==> src/rtl/slot_alloc.sv <==
// slot_alloc: lowest-free-first slot allocator with registered occupancy map, count and release error flag
module slot_alloc #(
  parameter int INWD = 8,
  parameter int LOGINWD = 3
) (
  input  logic               clk,
  input  logic               rst_n,
  input  logic               alloc_req,
  output logic               alloc_ack,
  output logic [LOGINWD-1:0] alloc_idx,
  input  logic               rel_valid,
  input  logic [LOGINWD-1:0] rel_idx,
  output logic [INWD-1:0]    busy_map,
  output logic [LOGINWD:0]   count,
  output logic               full,
  output logic               empty,
  output logic               rel_err
);
  logic [LOGINWD-1:0] sel;
  logic               acc;
  logic               rel_ok;
  logic [INWD-1:0]    set_bit;
  logic [INWD-1:0]    clr_bit;
  assign full  = &busy_map;
  assign empty = ~|busy_map;
  // Scanning downward lets the lowest free index win.
  always_comb begin
    sel = '0;
    for (int i = INWD - 1; i >= 0; i--) sel = busy_map[i] ? sel : LOGINWD'(i);
    acc     = alloc_req && !full;
    rel_ok  = rel_valid && (32'(rel_idx) < INWD) && busy_map[rel_idx];
    set_bit = acc ? INWD'(1) << sel : '0;
    clr_bit = rel_ok ? INWD'(1) << rel_idx : '0;
  end
  always_ff @(posedge clk) begin
    if (!rst_n) begin
      busy_map  <= '0;
      count     <= '0;
      alloc_ack <= 1'b0;
      alloc_idx <= '0;
      rel_err   <= 1'b0;
    end else begin
      busy_map  <= (busy_map | set_bit) & ~clr_bit;
      count     <= count + (LOGINWD+1)'(acc) - (LOGINWD+1)'(rel_ok);
      alloc_ack <= acc;
      if (acc) alloc_idx <= sel;
      rel_err   <= rel_valid && !rel_ok;
    end
  end
endmodule

==> config.mk <==
export PLATFORM = sky130hd
export DESIGN_NAME = slot_alloc
export DESIGN_NICKNAME = d
export VERILOG_FILES = /design/src/rtl/slot_alloc.sv
export SDC_FILE = /design/constraint.sdc
export NUM_CORES = 1
export LEC_CHECK = 0
export BUFFER_PORTS_ARGS = -buffer_cell sky130_fd_sc_hd__buf_2
export CORE_UTILIZATION = 45
export CTS_BUF_LIST = sky130_fd_sc_hd__clkbuf_8
export DETAILED_ROUTE_END_ITERATION = 7
export PLACE_DENSITY = 0.7
export SLEW_MARGIN = 20
export SYNTH_ARGS = -nofsm -noshare
export SYNTH_HDL_FRONTEND = slang
export SYNTH_SLANG_ARGS = --single-unit
==> constraint.sdc <==
create_clock -name clk -period 8.1 [get_ports clk]
set_clock_uncertainty 0.2 [all_clocks]
set_input_delay 1.62 -clock clk [delete_from_list [all_inputs] [get_ports clk]]
set_output_delay 1.62 -clock clk [all_outputs]
set_load 0.02 [all_outputs]
==> metrics.md <==
| Metric | Value |
|---|---|
| Status | finished, final reports clean |
| FF-to-FF End | count[2] |
| Met3 WL post-DR | between 90 and 100 µm |
| Clk pin slew, worst setup/hold paths | about 70 ps |
| Final hold viol count | 0 |
| Non-Filler Instances | about 160 |
| Nets@finish | between 100 and 150 |
| Layout cells sized above 1 | about 25% |
| Crit Path Max Fanout | 8 |
| Setup Total Neg Slack | 0 ps |
| Main synth FF type | dfxtp_1 |
| Remaining DRCs | 0 |
| GRT Residual Overflow | 0 |
| Met2 WL post-DR | around 1 mm |
| Final setup viols | 0 |
| Tmin final | 3810 ps |
| Met1 WL | roughly 1.1 mm |
| CP Capture Point | count[2] |
| Sequential share of the synthesized area | 35.7% |
| Post-synth cell types | 39 |
| Post-CTS Resized | 0 |
| CTS tree | built |
| Max Used Layer | met4 |
| Row count | 16 |
| Via count of the first global-routing pass | around 730 |
| Area grow syn2layout | 17.2% |
| Startpoint Class | primary input |
| CP Capture Type | register |
| Initial antenna violation count | 0 |
| VDD IR max | between 0.00009 and 0.0001 V |
| Gr usage total | roughly a fifth |
| Die Y | between 40 and 50 µm |
| Number of synthesized flops with an enable pin | 0 |
| Placed cell count | ~150 |
| Critical path origin | rel_idx[1] |
| Per-cell routed wire length | approximately 14 µm |
| MaxCap Viol Count | 0 |
| P_int | 0.151 mW |
| Fmax | between 200 and 300 MHz |
| Clock Path Buffers | 2 |
| Mapped Cells | around 110 |
| Hold WC Path Type | register to register |
| Post-synthesis cell area | about 950 µm² |
| Core area | approximately 2000 µm² |
| 1st-pass router iterations | 4 |
| Pin count of the biggest net entering global routing | 12 |
| P_leak | slightly above 0.5 nW |
| Vias per std cell | about 5.5 |
| Synth warn | 0 |
| NetSw | 0.0717 mW |
| CP required | 8030 ps |
| Least-Margin Pin Slew | between 400 and 500 ps |
| RSZ-0062 raised after global routing | false |
| Die area | 2310 µm² |
| H-tree lvl count | 1 |
| R2r startpoint | busy_map[1] |
| Detailed-route via count | 876 |
| Gate power share | about 27% |
| Switching Fraction | 32.1% |
| Starting DRC count in detailed routing | 19 |
| CTS Hold Bufs | 0 |
| Starting Density | roughly half |
| # IOs | 26 |
| WS Path Type | primary input to register |
| Critical path arrival | 3750 ps |
| Ys async rst share | 0% |
| Worst R2R Setup Slack | 5320 ps |
| Final ANT Viol Nets | 0 |
| Fin crit share | 47.1% |
| FILL cells | 189 |
| Final wirelength | about 2.2 mm |
| #FFs+latches synth | 17 |
| DP HPWL | 1.64 mm |
| Die width | approximately 48 µm |
| CTS root buffer | clkbuf_8 |
| Sequential Power Share | approximately 44% |
| R2R depth | 11 |
| GPL Wtd Cong | 0.945 |
| Synthesized Nets | 120 |
| Setup Buffers After CTS | 0 |
| Buffers on Ports | 25 |
| PwrDens | 200 nW/µm² |
| Clk pwr share | approximately 29% |
| Max Transition Viols Final | 0 |
| Latest clock arrival within the worst-skew pair | roughly 250 ps |
| First-pass GRT wire length | about 3.3 mm |
| Relative slew slack | a little over 70% |
| Antenna cells | 0 |
| Total CTS buffers | 3 |
| Syn_area_per_cell | 8.83 µm² |
| CTS sink cnt | 17 |
-- power groups by stage --
stage	clock (mW)	sequential, mW	combinational [mW]
2_1_floorplan	0	0.108	0.0380
3_3_place_gp	0	0.101	0.0598
3_5_place_dp	0	0.101	0.0610
4_1_cts	0.0648	0.0989	0.0613
5_1_grt	0.0690	0.100	0.0687
6_report	0.0638	0.0987	0.0606
-- state kept, by name, summed over array words and instances (netlist names) --
register and count:
alloc_ack 1, alloc_idx 3, busy_map 8, count 4
rel_err 1
-- critical path: stages --
cell and delay [ps]:
buf_2 150, mux2i_1 140, a22o_1 270, or3_1 370, nor2_1 120, ha_1 240, inv_1 60, ha_1 150
inv_1 50, fa_1 380, xor2_1 140, nor2_1 50
-- cell usage after synthesis (2+ instances only) --
master / count / area (µm²)
a21oi_1: 8 / 40.0
inv_1: 10 / 37.5
dfxtp_1: 17 / 340
a311oi_1: 4 / 35.0
nor2b_1: 4 / 25.0
a211oi_1: 2 / 15.0
nor3_1: 3 / 15.0
clkbuf_1: 3 / 11.3
nand2_1: 8 / 30.0
mux2i_1: 2 / 20.0
a31oi_1: 2 / 12.5
xor2_1: 2 / 17.5
or4_1: 2 / 15.0
a21o_1: 2 / 15.0
nand4_1: 3 / 18.8
nor2_1: 9 / 33.8
buf_6: 2 / 22.5
ha_1: 4 / 50.1
-- layer usage --
metal	vias to the layer above	global-route usage [%]
met4	0	5.00
met5	-	0
met1	412	27.9
met2	21	35.1
met3	2	4.53
li1	441	-
-- per-stage QoR --
stage,hold slack [ps],utilization [%],setup slack (ps),total power [mW],cell area (µm²)
after floorplan,330,-,4230,0.146,953
after global placement,238,54.0,4040,0.160,1070
after detailed placement,256,54.0,4000,0.162,1070
after CTS,269,56.4,4270,0.225,1120
after global routing,298,56.4,4110,0.238,1120
final,266,56.4,4290,0.223,1120
-- worst min path at each step --
| stage | startpoint | to | slack, ps | depth (start not counted) |
|---|---|---|---|---|
| after global placement | alloc_idx[1] | alloc_idx[1] | 240 | 2 |
| final | alloc_idx[1] | alloc_idx[1] | 270 | 2 |
| after floorplan | alloc_idx[1] | alloc_idx[1] | 330 | 2 |
| after CTS | alloc_idx[1] | alloc_idx[1] | 270 | 2 |
| after global routing | alloc_idx[1] | alloc_idx[1] | 300 | 2 |
| after detailed placement | alloc_idx[1] | alloc_idx[1] | 260 | 2 |
-- cell type report --
type	instances	area (µm²)	share of cell area (%)
multi-input cells	75	534	47.8
flip-flops and latches	17	340	30.5
repair buffers	25	125	11.2
clock buffers	3	41.3	3.70
inverters	10	37.5	3.36
well taps	27	33.8	3.02
clock inverters	1	5.00	0.448
-- logic make-up (layout without fill, tap and decap cells) --
family / count (synthesis) / in the layout / share of synthesized area (%)
compound gates: 30 / 30 / 25.2
xor+xnor: 3 / 3 / 2.76
fa+ha+maj: 5 / 5 / 7.35
buf+inv: 16 / 39 / 8.27
flops: 17 / 17 / 35.7
mux: 2 / 2 / 2.10
simple gates: 35 / 35 / 18.6
-- placed cells by master (no fill, tap or decap), types with 2 or more instances in the layout --
cell type,instances
a211oi_1,2
a21o_1,2
a21oi_1,8
a311oi_1,4
a31oi_1,2
buf_2,25
clkbuf_8,3
dfxtp_1,17
ha_1,4
inv_1,10
mux2i_1,2
nand2_1,8
nand4_1,3
nor2_1,9
nor2b_1,4
nor3_1,3
or4_1,2
xor2_1,2
No activity file was read; power rests on OpenSTA's default activity.
